**src/rtl/piano_pkg.sv**
```systemverilog
`default_nettype none
// ============================================================================
//  Module      : piano_pkg
//  Description : Shared note/octave codes, middle-octave pitch table and the
//                half-period helper used by the tone player.
//  Revision    : 1.0 - initial release
// ============================================================================
package piano_pkg;

    // Note codes on the note interface; anything outside C..B is a rest
    localparam logic [3:0] NOTE_REST = 4'd0;
    localparam logic [3:0] NOTE_C    = 4'd1;
    localparam logic [3:0] NOTE_D    = 4'd2;
    localparam logic [3:0] NOTE_E    = 4'd3;
    localparam logic [3:0] NOTE_F    = 4'd4;
    localparam logic [3:0] NOTE_G    = 4'd5;
    localparam logic [3:0] NOTE_A    = 4'd6;
    localparam logic [3:0] NOTE_B    = 4'd7;

    // Octave codes; code 3 plays the same pitch as OCT_HIGH
    localparam logic [1:0] OCT_LOW   = 2'd0;
    localparam logic [1:0] OCT_MID   = 2'd1;
    localparam logic [1:0] OCT_HIGH  = 2'd2;

    // Middle-octave frequencies in hundredths of a hertz, index 0 = C
    function automatic logic [63:0] f_centi_hz(input int idx);
        case (idx)
            0:       return 64'd26163;
            1:       return 64'd29366;
            2:       return 64'd32963;
            3:       return 64'd34923;
            4:       return 64'd39200;
            5:       return 64'd44000;
            6:       return 64'd49388;
            default: return 64'd1;
        endcase
    endfunction

    // Middle-octave half-period in clock cycles: clk_hz / (2 * f)
    // with f held in centi-hertz, hence the factor of 50
    function automatic logic [63:0] half_period_base(input logic [63:0] clk_hz,
                                                     input int          idx);
        return (clk_hz * 64'd50) / f_centi_hz(idx);
    endfunction

endpackage : piano_pkg
`default_nettype wire

```
**src/rtl/note_period_lut.sv**
```systemverilog
`default_nettype none
// ============================================================================
//  Module      : note_period_lut
//  Description : Combinational (note, octave) -> half-period lookup. All table
//                entries are elaboration-time constants.
//  Revision    : 1.0 - initial release
// ============================================================================
module note_period_lut
    import piano_pkg::*;
#(
    parameter int unsigned CLK_HZ = 100_000_000,
    parameter int unsigned CNT_W  = 20
) (
    input  logic [3:0]       note_code,
    input  logic [1:0]       octave,
    output logic [CNT_W-1:0] half_period
);

    // Entry 7 is a zero pad so a 3-bit index never leaves the array
    logic [CNT_W-1:0] w_h_low  [8];
    logic [CNT_W-1:0] w_h_mid  [8];
    logic [CNT_W-1:0] w_h_high [8];
    logic [2:0]       w_idx;

    assign w_idx = 3'(note_code - NOTE_C);

    assign w_h_low[7]  = '0;
    assign w_h_mid[7]  = '0;
    assign w_h_high[7] = '0;

    genvar gi;
    generate
        for (gi = 0; gi < 7; gi++) begin : g_note
            localparam logic [63:0] c_base = half_period_base(64'(CLK_HZ), gi);
            localparam logic [63:0] c_low  = c_base << 1;
            localparam logic [63:0] c_high = c_base >> 1;

            assign w_h_low[gi]  = c_low[CNT_W-1:0];
            assign w_h_mid[gi]  = c_base[CNT_W-1:0];
            assign w_h_high[gi] = c_high[CNT_W-1:0];

            // A zero half-period would never reach a boundary: refuse to build
            if ((c_low[CNT_W-1:0] == '0) || (c_base[CNT_W-1:0] == '0) ||
                (c_high[CNT_W-1:0] == '0)) begin : g_cfg_error
                $error("note_period_lut: CLK_HZ/CNT_W give a zero half-period");
            end
        end
    endgenerate

    // Select the octave-scaled entry; rests map to zero
    always_comb begin
        half_period = '0;
        if ((note_code >= NOTE_C) && (note_code <= NOTE_B)) begin
            case (octave)
                OCT_LOW: half_period = w_h_low[w_idx];
                OCT_MID: half_period = w_h_mid[w_idx];
                default: half_period = w_h_high[w_idx];
            endcase
        end
    end

endmodule : note_period_lut
`default_nettype wire

```
**src/rtl/note_tone_player.sv**
```systemverilog
`default_nettype none
// ============================================================================
//  Module      : note_tone_player
//  Description : Square-wave buzzer driver. Starts on the first valid note,
//                and only retunes or stops on half-period boundaries so the
//                speaker pin never shows a truncated phase.
//  Revision    : 1.0 - initial release
// ============================================================================
module note_tone_player
    import piano_pkg::*;
#(
    parameter int unsigned CLK_HZ = 100_000_000,
    parameter int unsigned CNT_W  = 20
) (
    input  logic       clk,
    input  logic       reset,
    input  logic       enable,
    input  logic [3:0] note_code,
    input  logic [1:0] octave,
    output logic       speaker,
    output logic       playing,
    output logic       note_start,
    output logic [3:0] active_note
);

    localparam logic [0:0]       c_ST_IDLE = 1'b0;
    localparam logic [0:0]       c_ST_TONE = 1'b1;
    localparam logic [CNT_W-1:0] c_ONE     = {{(CNT_W-1){1'b0}}, 1'b1};

    logic [0:0]       r_state;
    logic [0:0]       w_state_next;
    logic [CNT_W-1:0] r_cnt;
    logic [CNT_W-1:0] r_half;
    logic [1:0]       r_oct;
    logic [3:0]       r_note;
    logic             r_speaker;
    logic             r_note_start;

    logic [CNT_W-1:0] w_lut_h;
    logic             w_valid;
    logic             w_boundary;
    logic             w_retune;

    note_period_lut #(
        .CLK_HZ (CLK_HZ),
        .CNT_W  (CNT_W)
    ) u_lut (
        .note_code   (note_code),
        .octave      (octave),
        .half_period (w_lut_h)
    );

    assign w_valid    = enable && (note_code >= NOTE_C) && (note_code <= NOTE_B);
    assign w_boundary = (r_cnt == (r_half - c_ONE));
    // Octave is compared as a raw code, so 2 -> 3 counts as a new pair
    assign w_retune   = (note_code != r_note) || (octave != r_oct);

    // State register
    always_ff @(posedge clk or negedge reset) begin
        if (!reset) begin
            r_state <= c_ST_IDLE;
        end else begin
            r_state <= w_state_next;
        end
    end

    // Next state: start on a valid request, stop on a rest seen at a boundary
    always_comb begin
        w_state_next = r_state;
        case (r_state)
            c_ST_IDLE: if (w_valid) w_state_next = c_ST_TONE;
            c_ST_TONE: if (w_boundary && !w_valid) w_state_next = c_ST_IDLE;
            default:   w_state_next = c_ST_IDLE;
        endcase
    end

    // Outputs: playing follows the state, the rest come straight from registers
    always_comb begin
        playing     = (r_state == c_ST_TONE);
        speaker     = r_speaker;
        note_start  = r_note_start;
        active_note = r_note;
    end

    // Half-period counter, latched pitch and speaker level
    always_ff @(posedge clk or negedge reset) begin
        if (!reset) begin
            r_cnt        <= '0;
            r_half       <= '0;
            r_oct        <= OCT_LOW;
            r_note       <= NOTE_REST;
            r_speaker    <= 1'b0;
            r_note_start <= 1'b0;
        end else begin
            r_note_start <= 1'b0;
            case (r_state)
                c_ST_IDLE: begin
                    if (w_valid) begin
                        r_speaker    <= 1'b1;
                        r_note_start <= 1'b1;
                        r_note       <= note_code;
                        r_oct        <= octave;
                        r_half       <= w_lut_h;
                        r_cnt        <= '0;
                    end
                end
                c_ST_TONE: begin
                    if (w_boundary) begin
                        r_cnt <= '0;
                        if (!w_valid) begin
                            r_speaker <= 1'b0;
                            r_note    <= NOTE_REST;
                        end else begin
                            r_speaker <= ~r_speaker;
                            if (w_retune) begin
                                r_half       <= w_lut_h;
                                r_note       <= note_code;
                                r_oct        <= octave;
                                r_note_start <= 1'b1;
                            end
                        end
                    end else begin
                        r_cnt <= r_cnt + c_ONE;
                    end
                end
                default: r_cnt <= '0;
            endcase
        end
    end

endmodule : note_tone_player
`default_nettype wire

```
**config.mk**
```make
export PLATFORM = sky130hd
export DESIGN_NAME = note_tone_player
export DESIGN_NICKNAME = d
export VERILOG_FILES = /design/src/rtl/piano_pkg.sv /design/src/rtl/note_period_lut.sv /design/src/rtl/note_tone_player.sv
export SDC_FILE = /design/constraint.sdc
export NUM_CORES = 1
export LEC_CHECK = 0
export BUFFER_PORTS_ARGS = -buffer_cell sky130_fd_sc_hd__buf_4
export CORE_AREA = 2 2 107 109
export DETAILED_ROUTE_END_ITERATION = 12
export DIE_AREA = 0 0 109 111
export PLACE_DENSITY = 0.61
export SLEW_MARGIN = 20
export SYNTH_ARGS = -nofsm -noshare
export SYNTH_HDL_FRONTEND = slang
export SYNTH_SLANG_ARGS = --single-unit
```
**constraint.sdc**
```tcl
create_clock -name clk -period 4 [get_ports clk]
set_input_delay 0.6 -clock clk [delete_from_list [all_inputs] [get_ports clk]]
set_output_delay 0.6 -clock clk [all_outputs]
set_load 0.01 [all_outputs]
```
==> summary.md, run 1 <==
The flow ran to the end, and the final reports show no timing, DRC or antenna violations. The number of vias in the routed layout is 3142, and the y dimension of the die is 111 um. The launch point of the worst path is r_half[4]$_DFFE_PN0P_. Summed over all nets, the switching power comes to 0.726 mW. For this design the top-level I/O count stands at 16. Along the worst path, the maximum fanout reaches 22. The placed instances occupy a cell area of 0.00394 sq mm.

For this design the ratio of total power to cell area is 489 mW/mm^2. The routed design has 9040 um of wire. Excluding fillers, the count of instances in the completed layout stands at 577. Number of nets in the finished design: 450. The share of the clock period used by the worst path is 0.898. CTS placed an instance of sky130_fd_sc_hd__clkbuf_16 at the clock tree root.

IR analysis of the VDD net gives a maximum drop of 0.215 mV. The endpoint identified for the worst register-to-register timing path is r_half[15]$_DFFE_PN0P_. The count of mapped cells out of synthesis came out at 437. The final worst clock skew is 0.0158 ns.

Setup violations remaining at the end of the flow were counted as 0. The tools report the global placement routability congestion as 0.977. The area added between synthesis and finish is 10.6%, and the leakage power summed over all cells is 1.80 nW. The share of flip-flops with an asynchronous set or reset after synthesis works out to 1.00.

The number of setup buffers added after CTS is 0. Counting flops with a built-in enable in the synthesized netlist gives 0. The placed wire-length estimate after detailed placement is 6600 um.

0 antenna diodes ended up in the layout. The fraction of layout instances using a drive strength above 1 came out at 0.136. The number of port buffers was 15. Endpoint type of the worst setup path: a flop. The number of different library cells used by synthesis comes to 63. The first routing iteration left 247 violations. The count of nets left with antenna violations once routing finished came out at 0.

The number of sinks driven by the clock tree was 48. The startpoint identified for the worst register-to-register timing path is r_half[4]$_DFFE_PN0P_. The tools report the initial antenna violation count as 0. The placed cell count was 569; the post-synthesis sequential area ratio was 0.321.

The tools report the data required time at the worst endpoint as 4.17 ns. Setup repair after global routing left no endpoint under its margin. Counting flops and latches in the post-synthesis netlist gives 48. In the layout the commonest cells are 48 x sky130_fd_sc_hd__dfrtp_1, 40 x sky130_fd_sc_hd__nor2_1, 39 x sky130_fd_sc_hd__nand2_1. For the finished layout, the period the worst path requires is 3.59 ns. Global routing finished with a remaining overflow of 0. The commonest non-fill, non-tap cell in the layout is sky130_fd_sc_hd__dfrtp_1. For this run, design rule violations remaining after detail routing come to 0. The cell area that synthesis handed to floorplanning was 0.00374 sq mm.

The die is 109 um wide. The post-route cell area was 0.00414 sq mm. The switching share of total power was 0.359; the count of cells along the worst register-to-register path was 9. Startpoint type of the worst setup path: a flop.

The run gives 0 as the quantity of hold-fixing buffers added after cts. Across all register-to-register paths, the minimum setup slack is 0.41 ns. The via-per-instance ratio is 5.45, and the count of final max-slew check failures is 0. The hold violation total from the final report was 0; the remaining max-slew budget at the tightest pin was 0.588. For the share of power burned in the clock network, the log shows 0.273. The type of the worst min-delay path was in -> async. The first detailed-routing pass ran for 4 iterations.

The portion of total power attributed to combinational logic was 0.338; the maximum number of buffers from clock root to sink was 2. Among all flip-flop cells after synthesis, the most frequent one is sky130_fd_sc_hd__dfrtp_1. The tools report the global-route wire length before repair as 15500 um. The global-route usage over all layers came out at 0.160. Aggregate negative setup slack: 0 ns.

Starting density of the core: 0.338. After layout, the design draws a total of 2.02 mW. After clock tree synthesis, the repair step resized 0 gates. The slew at the pin closest to its max-slew limit was 0.616 ns; the highest clock rate was 278 MHz. The later pin in the worst-skew pair is clocked with a latency of 0.30 ns. The portion of total power attributed to sequential cells is 0.389, and the clock-pin slew on the worst setup and hold paths is 0.08 ns. Row generation in the floorplan step produced 39 rows. For the max-cap violation count, the log shows 0. The tools report the via count of the first global-routing pass as 2963. Worst endpoint data arrival time: 3.77 ns.

The internal portion of the total power is 1.30 mW. The die covers 0.0121 sq mm. The number of H-tree branching levels was 2.

The pin count of the biggest net entering global routing is 49. After floorplanning, the core was sized to cover 0.0111 sq mm. The total nets after synthesis is 454, and the detail-routed net length per standard cell is 15.7 um. The average instance in the mapped netlist occupies 8.56 sq um. TritonCTS built the clock tree. The Yosys step of the flow raised 0 warnings.

The critical path class is reg -> reg. The number of clock buffers added by TritonCTS is 5.
## synthesized netlist by cell type, drive strengths merged, types with 2 or more instances
master  instances  area [sq um]
a211oi          7          52.6
a21boi          2          15.0
a21oi          16          87.6
a22o            2          17.5
a31oi           7          43.8
and2            3          18.8
and3           10          62.6
and4            2          17.5
buf             8          50.1
clkbuf         26          97.6
dfrtp          48          1200
ha              8           100
inv            16          60.1
mux2           20           289
mux2i           8          80.1
nand2          39           146
nand2b          6          37.5
nand3          12          60.1
nand4           8          50.1
nor2           40           150
nor3           14          70.1
nor4            8          50.1
nor4b           3          38.8
o211a           4          40.0
o211ai          4          30.0
o21a            3          22.5
o21ai          29           145
o22ai           3          18.8
o311ai          2          17.5
o31a            2          17.5
o31ai           3          22.5
or3             4          25.0
or4             6          45.0
xnor2          24           210
xor2           17           149
## stage by stage
| step | util | setup WS [ns] | hold slack, ns |
|---|---|---|---|
| 6_report | 0.373 | 0.406 | 0.302 |
| 5_1_grt | 0.373 | 0.110 | 0.369 |
| 4_1_cts | 0.373 | 0.409 | 0.340 |
| 3_5_place_dp | 0.356 | 0.450 | 0.516 |
| 3_3_place_gp | 0.356 | 0.547 | 0.519 |
| 2_1_floorplan | - | 0.784 | 0.304 |
## sequential cells by signal, summed over array words and instances (netlist names)
register,flops
speaker,1
r_oct,2
playing,1
r_cnt,20
note_start,1
r_half,19
active_note,4
## worst max-delay path: stages (launching register included)
cell	delay (ns)
sky130_fd_sc_hd__dfrtp_1	0.49
sky130_fd_sc_hd__or4_1	0.69
sky130_fd_sc_hd__or3_1	0.51
sky130_fd_sc_hd__o31ai_1	0.27
sky130_fd_sc_hd__o2111ai_1	0.17
sky130_fd_sc_hd__nor4b_2	0.40
sky130_fd_sc_hd__nor4b_2	0.30
sky130_fd_sc_hd__a21oi_2	0.05
sky130_fd_sc_hd__buf_4	0.25
sky130_fd_sc_hd__mux2_4	0.33
## routing by layer
layer	track usage	vias up	routed length, um
li1	-	1566	-
met1	0.235	1474	4280
met2	0.230	84	4150
met3	0.0353	18	425
met4	0.0538	0	189
met5	0	-	0
## power groups by stage
stage	clock network, mW	logic, mW	registers [mW]
global route	0.584	0.765	0.811
floorplan	0	0.601	0.696
global placement	0	0.670	0.787
detailed placement	0	0.681	0.793
CTS	0.568	0.684	0.784
finish	0.551	0.684	0.786
## area by class of cell
class	count	area (sq um)
Multi-Input combinational cell	338	2330
Tap cell	143	179
Timing Repair Buffer	23	173
Inverter	17	63.8
Clock inverter	3	68.8
Sequential cell	48	1200
Fill cell	1087	6940
Clock buffer	5	125
## worst max-delay path by stage
stage                              to  slack [ns]  cells past startpoint
4_1_cts        r_half[15]$_DFFE_PN0P_        0.41                      9
2_1_floorplan  r_half[10]$_DFFE_PN0P_        0.78                     12
6_report       r_half[15]$_DFFE_PN0P_        0.41                      9
5_1_grt        r_half[15]$_DFFE_PN0P_        0.11                      9
3_3_place_gp   r_half[15]$_DFFE_PN0P_        0.55                      9
3_5_place_dp   r_half[15]$_DFFE_PN0P_        0.45                      9
## kinds of logic after synthesis
family | Yosys count | synth area share
compound gates | 98 | 0.177
mux | 28 | 0.0987
fa+ha+maj | 9 | 0.0295
xor+xnor | 41 | 0.0960
flops | 48 | 0.321
buf+inv | 51 | 0.0566
simple gates | 162 | 0.221
No activity file was read; power rests on OpenSTA's default activity.
==> inputs of run 2 (changes only) <==
Settings changed: CORE_AREA 2 2 107 109 to 2 2 111 113, DIE_AREA 0 0 109 111 to 0 0 113 115, SYNTH_HIERARCHICAL from default to 1.
==> run 2 against run 1 <==
Effect of this change:
- total power shrank 23%
- setup slack lost 0.047 ns
- wire length grew 1.4%
- the flow now finishes with violations (design-rule violations)
- utilization shrank 0.80 points
- combinational power shrank 30%
- critical endpoint unchanged
- critical path depth grew 2
- via count grew 1.5%
==> summary.md, run 2 <==
The run gives 0 (unchanged) as the post-cts gate resize count. For the placed cell count, the log shows 584 (+2.6%). Top flip-flop cell by instance count after synthesis: sky130_fd_sc_hd__dfrtp_1. The startpoint type of the worst setup path was a flop. The mean cell area of the mapped netlist is 9.01 sq um (+5.3%). The detail-routed net length per standard cell was 15.5 um (-0.83%).

The tools report the number of antenna-violating nets in the routed design as 0 (unchanged). The total nets after synthesis was 464 (+2.2%); the max-cap violation count was 0 (unchanged). For the leakage power summed over all cells, the log shows 1.81 nW (+0.56%). The post-synthesis sequential area ratio came out at 0.306 (-0.0154).

Number of port buffers: 15 (unchanged). For the total routed wire length on the met1 layer, the log shows 4470 um (+4.4%). The checks that failed: design-rule violations.

The logs give 0 (unchanged) for the hold violation total from the final report and 50 (+2.0%) for the pin count of the biggest net entering global routing. For the worst endpoint data arrival time, the log shows 3.81 ns (+0.04 ns). The logs give 5 (unchanged) for the total clock buffers created by CTS and 15600 um (+0.44%) for the global-route wire length before repair. The clock latency at the later pin of the worst-skew pair was 0.29 ns (about the same). The logs give 4.17 ns (about the same) for the data required time at the worst endpoint and 0 (unchanged) for the final number of setup-violating endpoints. The power density of the placed cells came out at 361 mW/mm^2 (-26%). Final worst clock skew: 0.00431 ns (-0.0115 ns). The number of iterations in the first detailed-routing pass was 8 (+4); the count of mapped cells out of synthesis was 445 (+1.8%). The tools report the number of top-level pins as 16 (unchanged). The number of non-filler instances in the completed layout came out at 590 (+2.3%). Yosys attributes the largest share of cell area to sky130_fd_sc_hd__dfrtp_1 31%, sky130_fd_sc_hd__mux2_4 7.5%, sky130_fd_sc_hd__xor2_1 6.6%. The final critical-path required period works out to 3.64 ns (+0.0475 ns). Counting instances in the post-synthesis netlist gives the leading cell types as 49 x sky130_fd_sc_hd__dfrtp_1, 42 x sky130_fd_sc_hd__nor2_1, 40 x sky130_fd_sc_hd__nand2_1. The path class of the tightest hold or removal check is in -> async. The flop-to-flop setup slack was 0.36 ns (-0.05 ns).

Critical path class: reg -> reg. The run gives 0 (unchanged) as the count of final max-slew check failures. TritonCTS built the clock tree. The global-route usage over all layers is 0.147 (-0.0131).

In this run the critical register-to-register path is launched from r_half[0]$_DFFE_PN0P_. The aggregate negative setup slack came out at 0 ns (unchanged). The fraction of layout instances using a drive strength above 1 is 0.163 (+0.0266), and the die area is 0.0130 sq mm (+7.4%). The number of flops mapped to enable cells by yosys came out at 0 (unchanged). The post-synth design cell area is 0.00401 sq mm (+7.2%).

The y dimension of the die came out at 115 um (+3.6%). The run gives 0.00419 sq mm (+6.2%) as the total cell area at the placement stage. The via count of the first global-routing pass came out at 2990 (+0.91%).

The number of placement rows was 40 (+2.6%). Number of vias in the routed layout: 3189 (+1.5%). The share of the clock period used by the worst path is 0.910 (+0.0119). The worst setup path is captured at a flop.

Share of flip-flops with an asynchronous set or reset after synthesis: 1.00 (unchanged). The initial antenna violation count came out at 0 (unchanged). Starting density of the core: 0.339 (+0.00189). The library cell used most frequently in the layout, excluding fill and tap cells, is sky130_fd_sc_hd__dfrtp_1. The count of routing violations after the opening detailed-route iteration was 163 (-34%); the global placement routability congestion was 0.908 (-7.1%). The number of H-tree branching levels came out at 2 (unchanged). The quantity of hold-fixing buffers added after cts is 0 (unchanged). The top cell types in the final layout, fill and taps aside, are 49 x sky130_fd_sc_hd__dfrtp_1, 42 x sky130_fd_sc_hd__nor2_1, 40 x sky130_fd_sc_hd__nand2_1. The tools report the maximum number of buffers from clock root to sink as 2 (unchanged). Diode insertion count for antenna repair: 0 (unchanged). The post-route cell area is 0.00432 sq mm (+4.4%), and the fraction of synthesized cell area taken by the top area cell type is 0.306 (-0.0154). The remaining max-slew budget at the tightest pin was 0.583 (-0.00484); the area of the core region was 0.0118 sq mm (+6.6%). The placed wire-length estimate after detailed placement is 6950 um (+5.3%), and the number of buffers inserted to repair setup after CTS is 0 (unchanged). The number of remaining DRC errors was 1 (+1); the via-per-instance ratio was 5.41 (-0.74%).

The die extent in x came out at 113 um (+3.7%). The endpoint identified for the worst register-to-register timing path is r_half[15]$_DFFE_PN0P_. Compared with the post-synthesis result, the final layout area differs by 7.68%. The flow ran to the end, but the final reports show violations.

The total number of yosys warnings came out at 6 (+6). The tools report the highest ir drop seen on vdd as 0.220 mV (+2.1%). The routed wire length on met3 is 277 um (-35%), and the clock-pin slew on the worst setup and hold paths is 0.06 ns (-0.02 ns).

The logs give 275 MHz (-1.3%) for the highest clock rate and 4310 um (+3.9%) for the routed length on met2. The tools report the leftover overflow at the end of global routing as 0 (unchanged). The number of flip-flops and latches in the synthesized netlist is 49 (+2.1%), and the routed wire length is 9170 um (+1.4%). The slew at the pin closest to its max-slew limit is 0.625 ns (+0.00954 ns). Setup repair after global routing left no endpoint under its margin. The total power draw is 1.56 mW (-23%), and the count of cells along the worst register-to-register path is 11 (+2). The worst slack on hold paths came out at 0.327 ns (+0.0249 ns). The cell with the most instances after synthesis is sky130_fd_sc_hd__dfrtp_1.

Of all cell types, the one taking the most synthesized area is sky130_fd_sc_hd__dfrtp_1. Top layer reached by signal wires: met4. The tree is rooted in a sky130_fd_sc_hd__clkbuf_16. The run gives 73 (+16%) as the distinct cell type count of the synthesized netlist. The number of nets in the finished design is 463 (+2.9%). The largest fanout on the critical path was 16 (-27%). The run gives 49 (+2.1%) as the number of sinks driven by the clock tree.
[run 2: cell types whose count changed in the layout (fill, tap and decap cells not counted), moves of 5 or more]
cell                      change
sky130_fd_sc_hd__nor2b_1      +5
sky130_fd_sc_hd__nand4_1      +7
sky130_fd_sc_hd__xor2_1      +13
sky130_fd_sc_hd__o21ai_0     -16
sky130_fd_sc_hd__or4_1        -5
sky130_fd_sc_hd__and3_1       -5
[run 2: logic make-up (layout without fill, tap and decap cells)]
family,Yosys count,after routing,synth area share
DFF,49,49,0.306
xor gates and xnor gates,51,51,0.111
adders and majority gates,11,11,0.0337
buffers and inverters,47,45,0.0640
other,1,1,0.000935
AOI/OAI and AO/OA,81,81,0.147
muxes,34,34,0.113
and+or+nand+nor,171,171,0.224
[run 2: area by class of cell]
cell class	count	area (sq um)
fill	1224	7490
clock inverter	1	5.00
clock buffer	5	125
multi-input combinational	349	2530
inverter	16	60.1
sequential	49	1230
timing repair buffer	23	185
tap	147	184
[run 2: worst max-delay path by stage]
stage                                from                      to  slack (ns)  cells after the start
finish              r_half[0]$_DFFE_PN0P_  r_half[15]$_DFFE_PN0P_        0.36                     11
global route        r_half[0]$_DFFE_PN0P_   r_half[6]$_DFFE_PN0P_        0.12                     11
CTS                 r_half[0]$_DFFE_PN0P_  r_half[15]$_DFFE_PN0P_        0.36                     11
detailed placement  r_half[0]$_DFFE_PN0P_  r_half[15]$_DFFE_PN0P_        0.37                     11
global placement    r_half[0]$_DFFE_PN0P_  r_half[11]$_DFFE_PN0P_        0.43                     11
floorplan           r_half[6]$_DFFE_PN0P_  r_half[10]$_DFFE_PN0P_        0.84                     11
[run 2: worst max-delay path: stages (launching register included)]
cell and delay, ns:
sky130_fd_sc_hd__dfrtp_1 0.44, sky130_fd_sc_hd__inv_1 0.09, sky130_fd_sc_hd__ha_1 0.36, sky130_fd_sc_hd__or4b_4 0.55, sky130_fd_sc_hd__nor4_1 0.39, sky130_fd_sc_hd__xnor2_1 0.20, sky130_fd_sc_hd__nand2_1 0.10, sky130_fd_sc_hd__nor3_2 0.24
sky130_fd_sc_hd__nand4_4 0.21, sky130_fd_sc_hd__a21boi_4 0.41, sky130_fd_sc_hd__buf_12 0.22, sky130_fd_sc_hd__mux2_4 0.31
[run 2: stage by stage]
step                setup WS, ns   util
finish                     0.359  0.365
global route               0.121  0.365
CTS                        0.358  0.365
detailed placement         0.370  0.354
global placement           0.428  0.354
floorplan                  0.837      -
[run 2: power by group]
group	leakage (nW)	switching (mW)	total, mW	internal (mW)
logic	1.12	0.257	0.476	0.219
registers	0.621	0.130	0.691	0.561
clock network	0.0655	0.167	0.390	0.223
total	1.81	0.554	1.56	1.00
[run 2: layer usage]
| layer | vias to the layer above | global-route usage |
|---|---|---|
| met4 | 0 | 0.0350 |
| met2 | 59 | 0.245 |
| met5 | - | 0 |
| met1 | 1541 | 0.205 |
| li1 | 1579 | - |
| met3 | 10 | 0.0179 |
==> inputs of run 3 (changes only) <==
Settings changed: PLACE_DENSITY 0.61 to 0.54.
Clock period 4 ns to 3.1 ns, I/O delays scaled along.
==> run 3 against run 2 <==
Effect of this change:
- the flow now finishes without violations
- sequential cell count is the same
- clock power grew 39%
- cell count grew 5.9%
- combinational power grew 45%
- critical path type unchanged
- register-to-register slack lost 0.29 ns
- sequential share of layout area shrank 2.3 points
- first-iteration DRC count grew 4.3%
- clock skew grew 0.00084 ns
- utilization grew 3.3 points
==> summary.md, run 3 (synthesis results as in run 2) <==
The tools report the number of remaining DRC errors as 0 (-1). The largest fanout on the critical path is 4 (-12), and the hold violation total from the final report is 0 (unchanged). The highest ir drop seen on vdd was 0.235 mV (+7.2%); the power density of the placed cells was 449 mW/mm^2 (+24%). The share of the clock period used by the worst path is 0.979 (+0.0690). The tools report the net switching power of the design as 0.748 mW (+35%). The number of nets in the finished design was 497 (+7.3%). The endpoint type of the worst setup path is a flop.

The minimum setup slack in the final design was 0.0640 ns (-0.295 ns). The die area is 0.0130 sq mm (unchanged). The die extent in x works out to 113 um (unchanged).

The run finished with clean final reports. TritonCTS built the clock tree. The starting density of the core came out at 0.339 (unchanged). Leakage power summed over all cells: 2.00 nW (+11%). The number of buffers and inverters on the critical path came out at 1 (-1).

The tools report the internal cell power as 1.36 mW (+36%). The library cell used most frequently in the layout, excluding fill and tap cells, is sky130_fd_sc_hd__buf_4. The worst slack on hold paths came out at 0.204 ns (-0.123 ns).

The highest clock rate is 329 MHz (+20%), and the global-route usage over all layers is 0.156 (+0.00889). For the number of top-level pins, the log shows 16 (unchanged). On the critical path, the stage with the largest delay is an instance of sky130_fd_sc_hd__or3_1. The routed wire length is 9780 um (+6.7%), and the initial antenna violation count is 0 (unchanged). The area added between synthesis and finish is 17.3%. Setup slack at placement: -0.0365 ns (-0.407 ns). The tools report the portion of total power attributed to combinational logic as 0.327 (+0.022).

For the final number of setup-violating endpoints, the log shows 0 (unchanged). The delay of the slowest cell on the worst path was 0.49 ns (-0.06 ns); the worst endpoint data arrival time was 3.21 ns (-0.60 ns). The global-route wire length before repair is 16400 um (+5.3%), and the number of iterations in the first detailed-routing pass is 4 (-4).

The detail-routed net length per standard cell came out at 15.7 um (+0.71%). Root cell of the clock tree: sky130_fd_sc_hd__clkbuf_16. The worst setup path is of the reg -> reg kind. The pin count of the biggest net entering global routing was 50 (unchanged).

The number of port buffers was 15 (unchanged); the number of antenna-violating nets in the routed design was 0 (unchanged). The final worst clock skew is 0.00515 ns (+0.000837 ns). Switching share of total power: 0.354 (-0.00141). Traced cell by cell, the critical path runs through or3_1, nor4_4, mux2_4, a31o_1, a22oi_2, nand4_4, buf_6, a22o_4, a221o_1.

The tools report the global placement routability congestion as 0.845 (-6.9%). Grouping stages by cell kind, the critical path spends the most delay in simple AND/OR/NAND/NOR gates. The logs give 7410 um (+6.7%) for the placed wire-length estimate after detailed placement and 1215 (-0.74%) for the number of fill cells in the layout. Fraction of layout instances using a drive strength above 1: 0.247 (+0.0843). The quantity of hold-fixing buffers added after cts is 0 (unchanged), and the data required time at the worst endpoint is 3.27 ns (-0.90 ns). The number of H-tree branching levels is 2 (unchanged), and the maximum number of buffers from clock root to sink is 2 (unchanged).

Via count of the first global-routing pass: 3202 (+7.1%). The number of placement rows is 40 (unchanged). Setup repair after global routing could not meet its margin everywhere. The clock-pin slew on the worst setup and hold paths came out at 0.06 ns (about the same). The tools report the startpoint type of the worst setup path as a flop. The via-per-instance ratio is 5.25 (-2.9%). The min-delay analysis places its worst path in the category in -> async. The y dimension of the die is 115 um (unchanged), and the share of power burned in the clock network is 0.256 (+0.005). The tools report the leftover overflow at the end of global routing as 0 (unchanged).

The area of the core region came out at 0.0118 sq mm (unchanged). Diode insertion count for antenna repair: 0 (unchanged). The tools report the count of routing violations after the opening detailed-route iteration as 170 (+4.3%).

The remaining max-slew budget at the tightest pin came out at 0.484 (-0.0988). The slew at the pin closest to its max-slew limit works out to 0.766 ns (+0.141 ns). The portion of total power attributed to sequential cells is 0.417 (-0.027). The top cell types in the final layout, fill and taps aside, are 52 x sky130_fd_sc_hd__buf_4, 49 x sky130_fd_sc_hd__dfrtp_1, 42 x sky130_fd_sc_hd__nor2_1. Total clock buffers created by CTS: 5 (unchanged). The clock latency at the later pin of the worst-skew pair is 0.29 ns (about the same). The run gives 0 (unchanged) as the max-cap violation count. The run gives 3279 (+2.8%) as the number of vias in the routed layout. The run gives 0 (unchanged) as the count of final max-slew check failures.

The number of sinks driven by the clock tree is 49 (unchanged), and the final critical-path required period is 3.04 ns (-0.605 ns).
-- run 3: cell types whose count changed in the layout (fill, tap and decap cells not counted), sizes merged --
cell and change:
buf +34, clkbuf +2, clkinv -1
-- run 3: metal layers --
metal | GRT usage | wire (um)
met1 | 0.221 | 4800
met3 | 0.0190 | 275
met4 | 0.0301 | 84
met5 | 0 | 0
met2 | 0.258 | 4630
-- run 3: final timing paths --
| check | slack [ns] | to | cells past startpoint | startpoint |
|---|---|---|---|---|
| setup / recovery | 0.06 | active_note[1]$_DFFE_PN0P_ | 9 | r_half[2]$_DFFE_PN0P_ |
| hold / removal | 0.20 | note_start$_DFF_PN0_ | 1 | reset |
| setup reg to reg | 0.06 | active_note[1]$_DFFE_PN0P_ | 9 | r_half[2]$_DFFE_PN0P_ |
| hold reg to reg | 0.54 | r_oct[1]$_DFFE_PN0P_ | 1 | r_oct[1]$_DFFE_PN0P_ |
| max in group asynchronous | 2.46 | r_cnt[5]$_DFFE_PN0P_ | 1 | reset |
| min in group clk | 0.50 | active_note[2]$_DFFE_PN0P_ | 2 | note_code[2] |
-- run 3: power by group through the flow --
stage          combinational (mW)  sequential (mW)  clock, mW
6_report                    0.689            0.880      0.541
5_1_grt                     0.769            0.896      0.581
2_1_floorplan               0.566            0.812          0
4_1_cts                     0.669            0.880      0.559
3_3_place_gp                0.650            0.889          0
3_5_place_dp                0.661            0.891          0
-- run 3: timing repair --
item	4_1_cts	5_1_grt
buffers inserted	0	8
cloned	0	0
pin swaps	0	8
resized for setup	3	13
endpoints found under the setup margin	3	42
-- run 3: stage by stage --
step | total power [mW] | utilization | cell area (sq um) | TNS, ns | cells
after floorplan | 1.38 | - | 4030 | 0 | 445
after global placement | 1.54 | 0.374 | 4420 | 0 | 610
after detailed placement | 1.55 | 0.374 | 4420 | -0.103 | 610
after CTS | 2.11 | 0.388 | 4580 | 0 | 617
after global routing | 2.25 | 0.398 | 4700 | -3.05 | 625
final | 2.11 | 0.398 | 4700 | 0 | 625
-- run 3: final cells by class --
class,instances,area [sq um],share of cell area
Sequential cell,49,1230,0.261
Multi-Input combinational cell,349,2620,0.558
Clock buffer,7,143,0.0303
Inverter,16,60.1,0.0128
Tap cell,147,184,0.0391
Timing Repair Buffer,57,464,0.0987
-- run 3: worst reg2reg max path, stage by stage (launching register included) --
cell and delay, ns:
sky130_fd_sc_hd__dfrtp_1 0.37, sky130_fd_sc_hd__or3_1 0.49, sky130_fd_sc_hd__nor4_4 0.40, sky130_fd_sc_hd__mux2_4 0.34, sky130_fd_sc_hd__a31o_1 0.20, sky130_fd_sc_hd__a22oi_2 0.20
sky130_fd_sc_hd__nand4_4 0.17, sky130_fd_sc_hd__buf_6 0.18, sky130_fd_sc_hd__a22o_4 0.25, sky130_fd_sc_hd__a221o_1 0.34
